[src/rtl/render_scheduler.sv]
// rtl/render_scheduler.sv - job FIFO and sequencer feeding render_rect / character_renderer onto one VGA port
// Optional abort watchdog selected by defining RENDER_WATCHDOG_EN.
module render_scheduler #(
    parameter int X_W     = 8,
    parameter int Y_W     = 7,
    parameter int COLOR_W = 3,
    parameter int CHAR_W  = 8,
    parameter int SIZE_W  = 4,
    parameter int DEPTH   = 4,
    parameter int TIMEOUT = 20000
) (
    input  logic               clock,
    input  logic               resetn,
    input  logic               cmd_valid,
    output logic               cmd_ready,
    input  logic               cmd_kind,
    input  logic [X_W-1:0]     cmd_x,
    input  logic [Y_W-1:0]     cmd_y,
    input  logic [X_W-1:0]     cmd_w,
    input  logic [Y_W-1:0]     cmd_h,
    input  logic [COLOR_W-1:0] cmd_color,
    input  logic               cmd_border,
    input  logic [COLOR_W-1:0] cmd_bcolor,
    input  logic [CHAR_W-1:0]  cmd_char,
    input  logic [SIZE_W-1:0]  cmd_size,
    output logic               job_kind,
    output logic [X_W-1:0]     job_x,
    output logic [Y_W-1:0]     job_y,
    output logic [X_W-1:0]     job_w,
    output logic [Y_W-1:0]     job_h,
    output logic [COLOR_W-1:0] job_color,
    output logic               job_border,
    output logic [COLOR_W-1:0] job_bcolor,
    output logic [CHAR_W-1:0]  job_char,
    output logic [SIZE_W-1:0]  job_size,
    output logic               rect_enable,
    output logic               text_enable,
    input  logic               rect_finished,
    input  logic               text_finished,
    input  logic [X_W-1:0]     rect_px_x,
    input  logic [Y_W-1:0]     rect_px_y,
    input  logic [COLOR_W-1:0] rect_px_color,
    input  logic               rect_px_plot,
    input  logic [X_W-1:0]     text_px_x,
    input  logic [Y_W-1:0]     text_px_y,
    input  logic               text_px_plot,
    output logic [X_W-1:0]     out_x,
    output logic [Y_W-1:0]     out_y,
    output logic [COLOR_W-1:0] out_color,
    output logic               plot,
    output logic               busy,
    output logic               err_timeout
);
    localparam int AW      = $clog2(DEPTH);
    localparam int ENTRY_W = 1 + 2*X_W + 2*Y_W + 2*COLOR_W + 1 + CHAR_W + SIZE_W;

    typedef enum logic [1:0] {S_IDLE, S_LOAD, S_RUN, S_DRAIN} state_t;
    state_t state, state_next;

    logic [ENTRY_W-1:0] fifo_mem [DEPTH];
    logic [AW:0]        wr_ptr, rd_ptr;
    logic               fifo_empty, fifo_full, push, pop;
    logic [ENTRY_W-1:0] cmd_entry, head;

    logic               h_kind;
    logic [X_W-1:0]     h_x, h_w;
    logic [Y_W-1:0]     h_y, h_h;
    logic [COLOR_W-1:0] h_color, h_bcolor;
    logic               h_border;
    logic [CHAR_W-1:0]  h_char;
    logic [SIZE_W-1:0]  h_size;

    logic job_done, wd_expire, next_kind;

    // Pointers carry one extra wrap bit so full and empty are distinguishable.
    assign fifo_empty = (wr_ptr == rd_ptr);
    assign fifo_full  = (wr_ptr[AW] != rd_ptr[AW]) && (wr_ptr[AW-1:0] == rd_ptr[AW-1:0]);
    assign cmd_ready  = !fifo_full;
    assign push       = cmd_valid && !fifo_full;

    assign cmd_entry = {cmd_kind, cmd_x, cmd_y, cmd_w, cmd_h, cmd_color,
                        cmd_border, cmd_bcolor, cmd_char, cmd_size};
    assign head      = fifo_mem[rd_ptr[AW-1:0]];
    assign {h_kind, h_x, h_y, h_w, h_h, h_color, h_border, h_bcolor, h_char, h_size} = head;

    always_ff @(posedge clock) begin
        if (push) begin
            fifo_mem[wr_ptr[AW-1:0]] <= cmd_entry;
        end
    end

    always_ff @(posedge clock or negedge resetn) begin
        if (!resetn) begin
            wr_ptr <= '0;
            rd_ptr <= '0;
        end else begin
            if (push) wr_ptr <= wr_ptr + (AW+1)'(1);
            if (pop)  rd_ptr <= rd_ptr + (AW+1)'(1);
        end
    end

    assign job_done = job_kind ? text_finished : rect_finished;

    always_ff @(posedge clock or negedge resetn) begin
        if (!resetn) begin
            state <= S_IDLE;
        end else begin
            state <= state_next;
        end
    end

    always_comb begin
        state_next = state;
        pop        = 1'b0;
        case (state)
            S_IDLE:  if (!fifo_empty) state_next = S_LOAD;
            S_LOAD: begin
                pop        = 1'b1;
                state_next = S_RUN;
            end
            S_RUN:   if (job_done || wd_expire) state_next = S_DRAIN;
            S_DRAIN: state_next = S_IDLE;
            default: state_next = S_IDLE;
        endcase
    end

    always_ff @(posedge clock or negedge resetn) begin
        if (!resetn) begin
            job_kind   <= 1'b0;
            job_x      <= '0;
            job_y      <= '0;
            job_w      <= '0;
            job_h      <= '0;
            job_color  <= '0;
            job_border <= 1'b0;
            job_bcolor <= '0;
            job_char   <= '0;
            job_size   <= '0;
        end else if (state == S_LOAD) begin
            job_kind   <= h_kind;
            job_x      <= h_x;
            job_y      <= h_y;
            job_w      <= h_w;
            job_h      <= h_h;
            job_color  <= h_color;
            job_border <= h_border;
            job_bcolor <= h_bcolor;
            job_char   <= h_char;
            job_size   <= h_size;
        end
    end

    // Enables are registered so they rise on the same edge the job fields land.
    assign next_kind = (state == S_LOAD) ? h_kind : job_kind;

    always_ff @(posedge clock or negedge resetn) begin
        if (!resetn) begin
            rect_enable <= 1'b0;
            text_enable <= 1'b0;
        end else begin
            rect_enable <= (state_next == S_RUN) && !next_kind;
            text_enable <= (state_next == S_RUN) && next_kind;
        end
    end

`ifdef RENDER_WATCHDOG_EN
    localparam logic [15:0] WD_LIMIT = 16'(TIMEOUT - 1);
    logic [15:0] wd_cnt;
    logic        err_q;

    // wd_cnt holds the number of RUN cycles already completed for this job.
    assign wd_expire   = (state == S_RUN) && (wd_cnt == WD_LIMIT);
    assign err_timeout = err_q;

    always_ff @(posedge clock or negedge resetn) begin
        if (!resetn) begin
            wd_cnt <= '0;
            err_q  <= 1'b0;
        end else begin
            if (state == S_LOAD) begin
                wd_cnt <= '0;
            end else if (state == S_RUN) begin
                wd_cnt <= wd_cnt + 16'd1;
            end
            if (wd_expire && !job_done) err_q <= 1'b1;
        end
    end
`else
    logic unused_cfg;
    assign unused_cfg  = (TIMEOUT == 0);
    assign wd_expire   = 1'b0;
    assign err_timeout = 1'b0;
`endif

    assign busy = (state != S_IDLE) || !fifo_empty;

    always_comb begin
        out_x     = '0;
        out_y     = '0;
        out_color = '0;
        plot      = 1'b0;
        if (rect_enable) begin
            out_x     = rect_px_x;
            out_y     = rect_px_y;
            out_color = rect_px_color;
            plot      = rect_px_plot;
        end else if (text_enable) begin
            out_x     = text_px_x;
            out_y     = text_px_y;
            out_color = job_color;
            plot      = text_px_plot;
        end
    end
endmodule

[config.mk]
export PLATFORM = sky130hd
export DESIGN_NAME = render_scheduler
export DESIGN_NICKNAME = d
export VERILOG_FILES = /design/src/rtl/render_scheduler.sv
export SDC_FILE = /design/constraint.sdc
export NUM_CORES = 1
export LEC_CHECK = 0
export ABC_AREA = 0
export CORE_UTILIZATION = 24
export CTS_CLUSTER_SIZE = 16
export DETAILED_ROUTE_END_ITERATION = 8
export GPL_ROUTABILITY_DRIVEN = 0
export PLACE_DENSITY = 0.45
export SYNTH_ARGS = -nofsm -noshare
export SYNTH_HDL_FRONTEND = slang
export SYNTH_SLANG_ARGS = --single-unit
[constraint.sdc]
create_clock -name clock -period 12.2 [get_ports clock]
set_clock_uncertainty 0.2 [all_clocks]
set_input_delay 3.05 -clock clock [delete_from_list [all_inputs] [get_ports clock]]
set_output_delay 3.05 -clock clock [all_outputs]
set_load 0.05 [all_outputs]
# ---- After elaboration in Yosys (flattened, before gate mapping)
# Memory sizes are Yosys's and may differ from the RTL's.
# Cells that the tools add are included.
dict set report word_totals {
  elab_cells 51
  mem_bits_rw 200
  ff_bits 60
  mem_count 1
  output_inout_bits 74
  in_bits 90
}
dict set report op_classes {
  n_reduce_logical 10
  eq_ne 7
  n_mux 16
  n_addsub 2
}
# name depth word_bits rd rd_clocked_by_memory_dff write_ports line_no
set memory_table {}
lappend memory_table {fifo_mem 4 50 1 0 1 60} ;# logic [ENTRY_W-1:0] fifo_mem [DEPTH];
# op count
set op_table {}
lappend op_table {{8-bit 2-to-1 mux} 2}
lappend op_table {{7-bit 2-to-1 mux} 2}
lappend op_table {{2-bit one-hot mux with 4 select lines} 1}
lappend op_table {{1-bit 2-to-1 mux} 7}
lappend op_table {{3-bit by 1-bit adder with 3-bit output, second input constant} 2}
lappend op_table {{2-bit equality test, second input constant} 3}
lappend op_table {{3-bit 2-to-1 mux} 2}
lappend op_table {{1-bit logical AND} 4}
lappend op_table {{2-bit 2-to-1 mux} 2}
lappend op_table {{3-bit equality test} 1}
lappend op_table {{1-bit zero test} 3}
lappend op_table {{2-bit by 1-bit equality test with 1-bit output, second input constant} 1}
lappend op_table {{2-bit equality test} 1}
lappend op_table {{2-bit zero test} 1}
lappend op_table {{2-bit nonzero test} 1}
lappend op_table {{1-bit logical OR} 1}
lappend op_table {{1-bit inequality test} 1}

# ---- Depth between registers and ports, before layout
dict set report depth {
  ltp_word 6
  mapped_depth 6
  depth_no_buf 5
}

# ---- Worst setup path before layout
# Ideal clock, no wire load.
dict set report synth_path {
  path_type {input-to-output}
  start {input port text_px_y[5]}
  end {output port out_y[5]}
  path_stages 2
  setup_slack_ns 4.754
  n_path_buf 0
  required_ns 8.950
  t_arrival_ns 4.196
  path_cell_list {nand2_1 > o21ai_0}
}
dict set report synth_via {
  elab_chain_cells 2
}
# element line_no
set synth_lines {}
lappend synth_lines {{start, declared} 45} ;# input logic [Y_W-1:0] text_px_y,
lappend synth_lines {{7-bit 2-to-1 mux} 207} ;# end else if (text_enable) begin
lappend synth_lines {{7-bit 2-to-1 mux} 202} ;# if (rect_enable) begin
lappend synth_lines {{end, declared} 48} ;# output logic [Y_W-1:0] out_y,
# No other way between the ends.

# ---- Final worst setup path
# Same ends and word-level chain as after synthesis.

==> results.cfg <==
[die]
die-area_um2 = 41910
die_height_um = 204.7
die_w_um = 204.7
pin_count = 164
core_um2 = 40100
rows = 73
start_util_pct = 24.60

[synth]
syn_inst = 451
ys.warnings.count = 0
avgSynthCellArea_um2 = 21.87
ys_ff_latch = 260
synth_area_um2 = 9862
yosysSeqAreaShare_pct = 76.12
synthDistinctLibCells = 28
syn-num-nets = 550

[cts]
ctsLongestPathBuffers = 3
cts_buffers = 29
cts_tree = done
clkLatencyLatePin_ns = 0.55
clkSinkCount = 260
ctsRootBufferMaster = clkbuf_16
cts_setup_buffers = 0
post_cts_resized = 0
hold_buffers = 0
path_clk_slew_ns = 0.05
cts_max_level = 1

[critical_path]
path_max_fanout = 1
max_stage_delay_ns = 0.83
startpoint_type = input port
crit_chain = clkdlybuf4s50_1 > nand2_1 > o21ai_0 > clkdlybuf4s50_1
slowest_stage = clkdlybuf4s50_1
crit_path_start = text_px_y[5]
worst_path_most_repeated_cell = clkdlybuf4s50_1
worst_setup_path_end_kind = output pin
arrival_ns = 4.55
critPathKind = in2out
crit-reg2reg-launch = rd_ptr[1]$_DFFE_PN0N_
cp.required_ns = 8.95

[power_and_ir_drop]
vdd_drop_max_v = 0.0001333
p_sw_mw = 1.250
power_leakage_nw = 4.404
p_int_mw = 2.318
seq_power_share_pct = 39.2
total_power_mw = 3.568
swShare_pct = 35.02
p_comb_share_pct = 36.4
clkPwrFrac_pct = 24.3
powerDensity_nw_per_um2 = 274.0

[detailed_routing]
vias = 4904
dr.pass1.iters = 4
ant_nets = 0
viasPerCell = 4.188
drc = 0
wl_per_cell_um = 17.84
drt-initial-drc-count = 208
totalWireLength_um = 20890

[layout]
drive_gt1_share_pct = 24.15
layout_common_cells = 200 x edfxtp_1, 161 x clkdlybuf4s50_1, 58 x dfrtp_1
final_cells = 1171
final_common_cell = edfxtp_1
n_antenna_cell = 0
nFillCells = 3779
area_delta_synth_final_pct = 32.02
nNetsFinal = 722

[global_routing]
grt_use_total_pct = 10.11
grt_max_degree = 61
grt_pass1_wl_um = 32240
grt_antenna_before_repair = 0
grt_overflow_total = 0
grt_pass1_vias = 5448

[min_path]
worstHoldPathType = reg2reg
min_from = wr_ptr[2]$_DFFE_PN0P_

[outcome]
status = complete, no violations

[sta]
post-route-min-period_ns = 7.805
worstMarginPinSlew_ns = 1.163
setup_viol = 0
finalCritPeriodShare_pct = 63.97
timing.final.hold_violations = 0
slew_headroom_pct = 22.33
rsz0062_at_grt = false
hold_ws_ns = 0.2808
tns_ns = 0
slew_violations = 0
fmax_mhz = 128.1

[place]
io_buffers = 162
dp_cells = 1117
hpwl_um = 11760

[job]
max_cap_violations = 0
==> flip-flops by register name, summed over array words and instances (netlist names) <==
| signal | cells |
|---|---|
| fifo_mem | 200 |
| job_bcolor | 3 |
| job_border | 1 |
| job_char | 8 |
| job_color | 3 |
| job_h | 7 |
| job_kind | 1 |
| job_size | 4 |
| job_w | 8 |
| job_x | 8 |
| job_y | 7 |
| rd_ptr | 3 |
| rect_enable | 1 |
| state | 2 |
| text_enable | 1 |
| wr_ptr | 3 |
==> area by class of cell <==
| class | instances | area, µm² | share of cell area [%] |
|---|---|---|---|
| Clock buffer | 42 | 824.5 | 6.333 |
| Clock inverter | 12 | 140.1 | 1.076 |
| Inverter | 8 | 30.03 | 0.2306 |
| Multi-Input combinational cell | 160 | 2220 | 17.05 |
| Sequential cell | 260 | 7515 | 57.72 |
| Tap cell | 525 | 656.9 | 5.045 |
| Timing Repair Buffer | 164 | 1634 | 12.55 |
==> final timing paths <==
check / to / slack, ns / depth (start not counted)
max in group asynchronous: rd_ptr[0]$_DFFE_PN0N_ / 8.64 / 1
setup / recovery: out_y[5] / 4.40 / 4
min in group asynchronous: job_x[7]$_DFFE_PN0N_ / 2.45 / 1
setup reg to reg: fifo_mem[2][2]$_DFFE_PP_ / 8.86 / 3
hold / removal: wr_ptr[2]$_DFFE_PN0P_ / 0.28 / 1
hold reg to reg: wr_ptr[2]$_DFFE_PN0P_ / 0.28 / 1
==> synthesized netlist by cell type <==
cell type / instances / area (µm²)
nor2_1: 3 / 11.26
a211oi_2: 1 / 12.51
inv_1: 7 / 26.28
ha_1: 9 / 112.6
xor2_1: 3 / 26.28
dfrtp_1: 60 / 1501
a211oi_1: 1 / 7.510
mux2i_1: 1 / 10.01
mux2_2: 51 / 574.3
buf_2: 1 / 5.000
and2_1: 4 / 25.02
conb_1: 1 / 3.750
xnor2_1: 4 / 35.03
a22o_1: 18 / 157.7
nand2_1: 4 / 15.01
clkbuf_1: 14 / 52.55
edfxtp_1: 200 / 6006
buf_6: 6 / 67.56
mux2i_2: 1 / 13.76
mux4_2: 50 / 1126
nand4b_1: 1 / 8.760
buf_4: 2 / 15.01
inv_2: 1 / 3.750
nand3_1: 2 / 10.01
nor2b_1: 2 / 12.51
a21oi_1: 1 / 5.000
o21ai_0: 1 / 5.000
a31oi_1: 2 / 12.51
==> critical path, delay by kind of cell <==
kind	cells	cell delay, ns
buffers and inverters	2	1.29
AO/OA/AOI/OAI	1	0.17
AND/OR/NAND/NOR	1	0.05
==> logic make-up after synthesis <==
family                     share of synthesized area, %
other                                           0.03802
AOI/OAI and AO/OA                                 2.030
DFF                                               76.12
xor gates and xnor gates                         0.6217
adders and majority gates                         1.142
muxes                                             17.48
buffers and inverters                             1.725
and+or+nand+nor                                  0.8373
==> through the flow <==
| step | cell area, µm² | util [%] | setup slack, ns |
|---|---|---|---|
| 3_5_place_dp | 12060 | 30.07 | 4.382 |
| 3_3_place_gp | 12060 | 30.07 | 4.399 |
| 2_1_floorplan | 9862 | - | 4.754 |
| 6_report | 13020 | 32.47 | 4.395 |
| 5_1_grt | 13020 | 32.47 | 4.352 |
| 4_1_cts | 13020 | 32.47 | 4.376 |
==> power groups by stage <==
| stage | sequential (mW) | clock (mW) | combinational (mW) |
|---|---|---|---|
| 2_1_floorplan | 1.64 | 0 | 0.670 |
| 3_3_place_gp | 1.42 | 0 | 1.32 |
| 3_5_place_dp | 1.43 | 0 | 1.33 |
| 4_1_cts | 1.42 | 0.898 | 1.33 |
| 5_1_grt | 1.44 | 0.930 | 1.39 |
| 6_report | 1.40 | 0.869 | 1.30 |
==> metal layers <==
| layer | up-vias | track usage (%) | part of all wire [%] |
|---|---|---|---|
| li1 | 2176 | - | - |
| met1 | 2553 | 12.46 | 42 |
| met2 | 141 | 17.47 | 50 |
| met3 | 34 | 2.307 | 5.6 |
| met4 | 0 | 3.118 | 2.2 |
| met5 | - | 0 | 0 |
Power figures use the tool's default switching activity.
